$ cat src/rtl/muldiv_pkg.sv
// Shared types for the iterative multiply/divide unit.
package muldiv_pkg;

    typedef enum logic [1:0] {
        OpMultu = 2'b00,
        OpMult  = 2'b01,
        OpDivu  = 2'b10,
        OpDiv   = 2'b11
    } muldiv_op_e;

    typedef enum logic [1:0] {
        StIdle,
        StCalc,
        StFix
    } muldiv_state_e;

    function automatic logic is_signed_op(input muldiv_op_e op);
        return (op == OpMult) || (op == OpDiv);
    endfunction

    function automatic logic is_div_op(input muldiv_op_e op);
        return (op == OpDivu) || (op == OpDiv);
    endfunction

endpackage

$ cat src/rtl/muldiv_negate.sv
// Conditional two's-complement negation.
module muldiv_negate #(
    parameter int unsigned WIDTH = 32
) (
    input  logic             neg,
    input  logic [WIDTH-1:0] x,
    output logic [WIDTH-1:0] y
);

    assign y = neg ? (~x + {{(WIDTH-1){1'b0}}, 1'b1}) : x;

endmodule

$ cat src/rtl/muldiv_unit.sv
// Iterative multiply/divide: sign-magnitude operands, one bit per cycle, sign fixup at the end.
module muldiv_unit
    import muldiv_pkg::*;
#(
    parameter int unsigned WIDTH = 32
) (
    input  logic             clk,
    input  logic             rst_n,
    input  logic             start,
    input  logic [1:0]       op,
    input  logic [WIDTH-1:0] a,
    input  logic [WIDTH-1:0] b,
    input  logic             flush,
    output logic             busy,
    output logic             done,
    output logic [WIDTH-1:0] hi,
    output logic [WIDTH-1:0] lo,
    output logic             div_by_zero
);

    localparam int unsigned CntW = $clog2(WIDTH + 1);

    muldiv_state_e          state_q, state_d;
    logic [CntW-1:0]        cnt_q, cnt_d;
    logic [2*WIDTH-1:0]     acc_q, acc_d;
    logic [WIDTH-1:0]       mag_b_q, mag_b_d;
    logic                   is_div_q, is_div_d;
    logic                   res_neg_q, res_neg_d;
    logic                   rem_neg_q, rem_neg_d;
    logic                   dbz_q, dbz_d;
    logic                   busy_q, busy_d;
    logic                   done_q, done_d;
    logic                   dbz_out_q, dbz_out_d;
    logic [WIDTH-1:0]       hi_q, hi_d;
    logic [WIDTH-1:0]       lo_q, lo_d;

    muldiv_op_e             op_e;
    logic                   a_neg, b_neg;
    logic [WIDTH-1:0]       mag_a, mag_b;
    logic [WIDTH:0]         mul_sum;
    logic [2*WIDTH-1:0]     mul_next;
    logic [WIDTH:0]         rem_shift;
    logic                   div_ok;
    logic [WIDTH-1:0]       div_diff;
    logic [2*WIDTH-1:0]     div_next;
    logic [2*WIDTH-1:0]     prod_fix;
    logic [WIDTH-1:0]       quo_fix, rem_fix;

    assign op_e  = muldiv_op_e'(op);
    assign a_neg = is_signed_op(op_e) & a[WIDTH-1];
    assign b_neg = is_signed_op(op_e) & b[WIDTH-1];

    muldiv_negate #(.WIDTH(WIDTH)) u_neg_a (.neg(a_neg), .x(a), .y(mag_a));
    muldiv_negate #(.WIDTH(WIDTH)) u_neg_b (.neg(b_neg), .x(b), .y(mag_b));

    // Shift-add: multiplier bits leave at the bottom while the product fills from the top.
    assign mul_sum  = {1'b0, acc_q[2*WIDTH-1:WIDTH]} + (acc_q[0] ? {1'b0, mag_b_q} : '0);
    assign mul_next = {mul_sum, acc_q[WIDTH-1:1]};

    // Restoring divide: remainder in the upper half, dividend/quotient in the lower half.
    assign rem_shift = acc_q[2*WIDTH-1:WIDTH-1];
    assign div_ok    = rem_shift >= {1'b0, mag_b_q};
    assign div_diff  = rem_shift[WIDTH-1:0] - mag_b_q;
    assign div_next  = div_ok ? {div_diff, acc_q[WIDTH-2:0], 1'b1}
                              : {rem_shift[WIDTH-1:0], acc_q[WIDTH-2:0], 1'b0};

    muldiv_negate #(.WIDTH(2*WIDTH)) u_neg_prod (
        .neg (res_neg_q),
        .x   (acc_q),
        .y   (prod_fix)
    );
    muldiv_negate #(.WIDTH(WIDTH)) u_neg_quo (
        .neg (res_neg_q),
        .x   (acc_q[WIDTH-1:0]),
        .y   (quo_fix)
    );
    muldiv_negate #(.WIDTH(WIDTH)) u_neg_rem (
        .neg (rem_neg_q),
        .x   (acc_q[2*WIDTH-1:WIDTH]),
        .y   (rem_fix)
    );

    always_comb begin
        state_d   = state_q;
        cnt_d     = cnt_q;
        acc_d     = acc_q;
        mag_b_d   = mag_b_q;
        is_div_d  = is_div_q;
        res_neg_d = res_neg_q;
        rem_neg_d = rem_neg_q;
        dbz_d     = dbz_q;
        hi_d      = hi_q;
        lo_d      = lo_q;
        done_d    = 1'b0;
        dbz_out_d = 1'b0;

        unique case (state_q)
            StIdle: begin
                if (start) begin
                    state_d   = StCalc;
                    cnt_d     = CntW'(WIDTH);
                    acc_d     = {{WIDTH{1'b0}}, mag_a};
                    mag_b_d   = mag_b;
                    is_div_d  = is_div_op(op_e);
                    res_neg_d = a_neg ^ b_neg;
                    rem_neg_d = a_neg;
                    dbz_d     = is_div_op(op_e) && (b == '0);
                end
            end
            StCalc: begin
                if (flush) begin
                    state_d = StIdle;
                    cnt_d   = '0;
                end else begin
                    acc_d = is_div_q ? div_next : mul_next;
                    cnt_d = cnt_q - CntW'(1);
                    if (cnt_q == CntW'(1)) begin
                        state_d = StFix;
                    end
                end
            end
            StFix: begin
                state_d = StIdle;
                if (!flush) begin
                    done_d    = 1'b1;
                    dbz_out_d = dbz_q;
                    if (is_div_q) begin
                        // With b == 0 the remainder is |a|, so rem_fix restores the original a.
                        hi_d = rem_fix;
                        lo_d = dbz_q ? '1 : quo_fix;
                    end else begin
                        {hi_d, lo_d} = prod_fix;
                    end
                end
            end
            default: state_d = StIdle;
        endcase

        busy_d = (state_d != StIdle);
    end

    always_ff @(posedge clk or negedge rst_n) begin
        if (!rst_n) begin
            state_q   <= StIdle;
            cnt_q     <= '0;
            acc_q     <= '0;
            mag_b_q   <= '0;
            is_div_q  <= 1'b0;
            res_neg_q <= 1'b0;
            rem_neg_q <= 1'b0;
            dbz_q     <= 1'b0;
            busy_q    <= 1'b0;
            done_q    <= 1'b0;
            dbz_out_q <= 1'b0;
            hi_q      <= '0;
            lo_q      <= '0;
        end else begin
            state_q   <= state_d;
            cnt_q     <= cnt_d;
            acc_q     <= acc_d;
            mag_b_q   <= mag_b_d;
            is_div_q  <= is_div_d;
            res_neg_q <= res_neg_d;
            rem_neg_q <= rem_neg_d;
            dbz_q     <= dbz_d;
            busy_q    <= busy_d;
            done_q    <= done_d;
            dbz_out_q <= dbz_out_d;
            hi_q      <= hi_d;
            lo_q      <= lo_d;
        end
    end

    assign busy        = busy_q;
    assign done        = done_q;
    assign div_by_zero = dbz_out_q;
    assign hi          = hi_q;
    assign lo          = lo_q;

endmodule

$ cat config.mk
export PLATFORM = sky130hd
export DESIGN_NAME = muldiv_unit
export DESIGN_NICKNAME = d
export VERILOG_FILES = /design/src/rtl/muldiv_pkg.sv /design/src/rtl/muldiv_negate.sv /design/src/rtl/muldiv_unit.sv
export SDC_FILE = /design/constraint.sdc
export NUM_CORES = 1
export LEC_CHECK = 0
export CORE_MARGIN = 3
export CORE_UTILIZATION = 55
export CTS_CLUSTER_DIAMETER = 100
export DETAILED_ROUTE_END_ITERATION = 16
export PLACE_DENSITY = 0.77
export SLEW_MARGIN = 10
export SYNTH_ARGS = -nofsm -noshare
export SYNTH_HDL_FRONTEND = slang
export SYNTH_SLANG_ARGS = --single-unit
export TNS_END_PERCENT = 10
$ cat constraint.sdc
create_clock -name clk -period 7.8 [get_ports clk]
set_input_delay 1.17 -clock clk [delete_from_list [all_inputs] [get_ports clk]]
set_output_delay 1.17 -clock clk [all_outputs]
set_load 0.01 [all_outputs]
# After elaboration in Yosys (flattened, before gate mapping)
# Index checks and enable logic that the tools add are counted.
dict set report classes {
  n_lt_le_gt_ge 1
  add_sub_neg 8
  n_eq_ne 8
  bitwise_logic 9
  n_reduce_logical 11
  mux 25
}
# op n
set ops {}
lappend ops {{2-to-1 mux 64 bit} 5}
lappend ops {{2-to-1 mux 32 bit} 8}
lappend ops {{adder 32 x 1 -> 32 bit, second input constant} 4}
lappend ops {{inverter 32 bit} 4}
lappend ops {{case mux 64 bit (2 select lines)} 1}
lappend ops {{adder 64 x 1 -> 64 bit, second input constant} 1}
lappend ops {{inverter 64 bit} 1}
lappend ops {{adder 32 x 32 -> 33 bit} 1}
lappend ops {{>= comparator 33 x 32 -> 1 bit} 1}
lappend ops {{zero test 32 bit} 1}
lappend ops {{subtractor 32 bit} 1}
lappend ops {{2-to-1 mux 6 bit} 2}
lappend ops {{case mux 6 bit (2 select lines)} 1}
lappend ops {{== test 2 bit, second input constant} 3}
lappend ops {{== test 6 x 1 -> 1 bit, second input constant} 1}
lappend ops {{2-to-1 mux 2 bit} 3}
lappend ops {{AND reduction 2 bit} 3}
lappend ops {{subtractor 6 x 1 -> 6 bit, second input constant} 1}
lappend ops {{== test 2 x 1 -> 1 bit, second input constant} 2}
lappend ops {{2-to-1 mux 1 bit} 4}
lappend ops {{inequality test 2 bit, second input constant} 2}
lappend ops {{case mux 2 bit (2 select lines)} 1}
lappend ops {{nonzero test 2 bit} 2}
lappend ops {{AND reduction 3 bit} 1}
lappend ops {{6 further kinds} 8}
dict set report word_totals {
  regBits 175
  output_inout_bits 67
}

# Logic depth before layout (Yosys ltp)
dict set report logic_depth {
  word_depth 6
  mapped_depth 14
  ltp_nobuf 13
}

# Hierarchy
# A second synthesis with hierarchy kept.
dict set report hier_totals {
  hier_cells 1986
  hier_area_um2 16443.3
}
# module cells_each area_each_um2 instances
set by_module_without_submodules {}
lappend by_module_without_submodules {muldiv_unit 1393 11805.1 1}
lappend by_module_without_submodules {{muldiv_negate at u_neg_a ...} 99 777.0 4}
lappend by_module_without_submodules {{muldiv_negate at u_neg_prod} 197 1530.2 1}

# Worst setup path before layout
# No wires, ideal clock.
dict set report synth_timing {
  kind {input port to flip-flop}
  start {in a[1]}
  end {reg acc_q[26]}
  slack_ns 4.278
  path_buffers 0
  setup_ns 0.119
  t_arrival_ns 3.403
  stages 11
  path_cell_list {inv_1 > ha_1 > or4b_1 > or3_4 > nor3b_4 > nand2_1 > or4_4 > o31ai_4 > xnor2_1 > o21ai_1 > nand2_1}
}
dict set report synth_via {
  elab_chain_len 5
}
# element line_no
set synth_rtl {}
lappend synth_rtl {{from (decl)} muldiv_unit.sv:11} ;# input logic [WIDTH-1:0] a,
lappend synth_rtl {{inverter 32 bit} muldiv_negate.sv:10} ;# assign y = neg ? (~x + {{(WIDTH-1){1'b0}}, 1'b1}) : x;
lappend synth_rtl {{adder 32 x 1 -> 32 bit} muldiv_negate.sv:10}
lappend synth_rtl {{2-to-1 mux 32 bit} muldiv_negate.sv:10}
lappend synth_rtl {{2-to-1 mux 64 bit} muldiv_unit.sv:99} ;# if (start) begin
lappend synth_rtl {{case mux 64 bit (2 select lines)} muldiv_unit.sv:97} ;# unique case (state_q)
lappend synth_rtl {{to (signal assigned)} muldiv_unit.sv:146} ;# acc_q <= '0;
lappend synth_rtl {{to (signal assigned)} muldiv_unit.sv:160} ;# acc_q <= acc_d;
lappend synth_rtl {{to (decl)} muldiv_unit.sv:25} ;# logic [2*WIDTH-1:0] acc_q, acc_d;
# No other way between the ends. The select of a mux whose other input is x is not followed.
# A chain may end at the register's enable or synchronous reset.

# Worst setup path after layout
dict set report layout_timing {
  start {reg acc_q[0]}
  end {reg acc_q[62]}
}
dict set report layout_via {
  elab_chain_len 5
}
# element line_no
set layout_rtl {}
lappend layout_rtl {{2-to-1 mux 32 bit} muldiv_unit.sv:57} ;# assign mul_sum = {1'b0, acc_q[2*WIDTH-1:WIDTH]} + (acc_q[0] ? {1'b0, mag_b_q} : '0);
lappend layout_rtl {{adder 32 x 32 -> 33 bit} muldiv_unit.sv:57}
lappend layout_rtl {{2-to-1 mux 64 bit} muldiv_unit.sv:115} ;# acc_d = is_div_q ? div_next : mul_next;
lappend layout_rtl {{2-to-1 mux 64 bit} muldiv_unit.sv:111} ;# if (flush) begin
lappend layout_rtl {{case mux 64 bit (2 select lines)} muldiv_unit.sv:97}
# No other way between the ends. The select of a mux whose other input is x is not followed.

==> out/qor.csv <==
metric,value,unit
status,"complete, no violations",
largest net degree at the start of global routing,66,
register area,0.00438,mm^2
later-pin clock latency in the skew report,0.45,ns
Comb pwr share,63.1,%
Boundary Pins,137,
clock tree buffer depth,2,
Final Max Slew Viols,0,
ys flop type,dfrtp_1,
FILL cells,2275,
drt initial violations,1562,
WS Path Type,flip-flop to flip-flop,
CTS tree,done,
data arrival time of the worst path,4.65,ns
warnings from Yosys,0,
Clock Sinks,175,
multiplexer share of the synthesized area,3.22,%
Clock Root Buffer,clkbuf_16,
worst reg-to-reg setup slack,3.45,ns
vias in the first global route,13100,
antenna violations before repair,0,
Worst setup EP type,flip-flop,
"Clk pin slew, worst setup/hold paths",0.07,ns
Adder-Cell Fraction of Synth Area,6.38,%
Gate Count Post-Synth,1843,
Worst VDD drop,0.000195,V
P per Cell Area,449,mW/mm^2
post-route cell area,0.0165,mm^2
register area share after synthesis,30.5,%
Initial Util,56.5,%
wire per inst,19.6,um
largest family of logic cells by synthesized area,compound AO/OA/AOI/OAI gates,
final hold vios,0,
#FFs+latches synth,175,
switching share of power,51.5,%
Tot Pwr,0.00739,W
TNS Setup,0,ns
# rows,58,
leakage power,7.13,nW
count of unique library cells instantiated by Yosys,84,
First-pass DRT Iterations,6,
# Post-CTS Setup Buffers,0,
fmax,230,MHz
final critical-path share of the clock period,55.8,%
Avg Inst Size Synth,7.78,um^2
Via density,6.26,
Psw,0.00380,W
CTS buffer count,17,
Synth Area in Simple Gates,21.1,%
post-cts repair resize count,0,
Final nets,2054,
Seq pwr share,25.0,%
Internal,0.00358,W
Die Span Y,168,um
# Max-Cap Violations,0,
Clock Skew,0.0162,ns
synthesized cell area,0.0143,mm^2
Post-route DRC,0,
crit-path max FO,20,
CTS H-tree depth,4,
Antenna Nets Post-Route,0,
die area,0.0281,mm^2
Tmin final,4.35,ns
Buffers on Ports,136,
RSZ-0062 raised after global routing,no,
Post-synth EDFFs,0,
area of the multi-input gates,0.00935,mm^2
RD Place Congestion,0.972,
Post-Synth XOR/XNOR Area,10.1,%
global-route wire length before repair,69900,um
Area after DPL,0.0159,mm^2
Layout area overhead,14.8,%
Worst EP required,8.10,ns
Core Box Area,0.0254,mm^2
remaining global-route overflow,0,
Routed Wire Length,44300,um
hold_buf cts,0,
Worst-Margin Slew,1.12,ns
hold crit path type,flip-flop to flip-flop,
Clk pwr share,11.9,%
final setup violating endpoints,0,
ANT cells,0,
Compound-Gate Fraction of Synth Area,24.1,%
GRT Total Usage,30.7,%
die width,168,um
Min Hold Slack,0.470,ns
Startpoint Class,flip-flop,
detailed-placement wirelength estimate,33800,um
"Async S/R FF share, synth",100,%
synthesized net count,1985,
layout cells sized above 1,4.26,%
Layout Utilization,64.8,%
via count,14100,
Relative slew margins,24.9,%
==> per-layer routing <==
layer  track usage, %  part of all wire [%]  up-vias  wire length (um)
li1                 -                     -     6709                 -
met1             41.8                    43     6663             18800
met2             50.7                    47      630             20600
met3             3.80                   7.6      116              3350
met4             10.9                   3.3        0              1440
met5                0                     0        -                 0
==> power groups by stage <==
stage | clock network, W | logic (W) | registers (W)
floorplan | 0 | 0.00334 | 0.00165
global placement | 0 | 0.00449 | 0.00183
detailed placement | 0 | 0.00455 | 0.00185
CTS | 0.000890 | 0.00459 | 0.00183
global route | 0.000928 | 0.00511 | 0.00190
finish | 0.000881 | 0.00466 | 0.00185
==> kinds of logic after synthesis <==
kind of cell	count (synthesis)
compound gates	571
xor+xnor	166
fa+ha+maj	72
buf+inv	170
flops	175
mux	46
simple gates	643
==> flip-flops by register name, summed over array words and instances (netlist names) <==
signal,cells
done,1
acc_q,64
rem_neg_q,1
is_div_q,1
div_by_zero,1
hi,32
busy,1
state_q,2
res_neg_q,1
cnt_q,6
dbz_q,1
lo,32
mag_b_q,32
==> cell usage in the layout (no fill, tap or decap), types with 70 or more instances in the layout <==
master,instances
a21oi_1,146
clkdlybuf4s50_1,135
dfrtp_1,174
ha_1,70
inv_1,71
nand2_1,263
nor2_1,158
o21ai_0,196
xnor2_1,90
xor2_1,76
==> cells in the mapped netlist, types with 7 or more instances <==
cell type	instances	area, um^2
nand3_1	32	160
nand2b_1	15	93.8
o31ai_1	24	180
o211ai_1	11	82.6
nor4_1	16	100
clkbuf_1	86	323
o41ai_1	13	114
xor2_1	76	666
and3_1	16	100
inv_1	71	267
nor2b_1	9	56.3
or4_1	15	113
nand4_1	17	106
a21oi_1	147	736
o21ai_1	33	165
a31oi_1	17	106
o21bai_1	7	52.6
nand2_1	265	995
nor2_1	161	604
nor3_1	32	160
a211oi_1	10	75.1
xnor2_1	90	788
ha_1	70	876
a21o_1	32	240
mux2i_1	45	450
dfrtp_1	175	4380
and2_1	10	62.6
or3_1	18	113
a22oi_1	15	113
o21ai_0	196	981
==> layout make-up <==
| type | instances | area share [%] |
|---|---|---|
| repair buffers | 147 | 8.78 |
| clock inverters | 15 | 1.09 |
| inverters | 73 | 1.66 |
| clock buffers | 17 | 2.58 |
| multi-input cells | 1498 | 56.8 |
| flip-flops and latches | 175 | 26.6 |
| well taps | 330 | 2.51 |
==> metrics by stage <==
stage,std cells,worst slack (ns)
2_1_floorplan,1843,4.28
3_5_place_dp,2223,3.59
6_report,2255,3.45
5_1_grt,2255,3.31
4_1_cts,2255,3.64
3_3_place_gp,2223,3.66
==> worst paths after layout <==
path                        endpoint  cells past startpoint     start
max reg2reg                acc_q[62]                     12  acc_q[0]
max                        acc_q[62]                     12  acc_q[0]
max in group asynchronous   acc_q[3]                      2     rst_n
min reg2reg                    hi[4]                      2     hi[4]
min in group asynchronous     hi[21]                      1     rst_n
min                            hi[4]                      2     hi[4]
==> critical path: stages, from the launching register on <==
cell      delay, ns
dfrtp_1        0.40
clkinv_1       0.49
nor2_1         0.26
ha_1           0.26
o21ai_0        0.15
o21ai_0        0.41
or4b_1         0.58
a31oi_2        0.39
a21oi_2        0.21
o21ai_1        0.46
a31oi_1        0.14
nor3_1         0.35
o21ai_1        0.11
No activity file was read; power rests on OpenSTA's default activity.
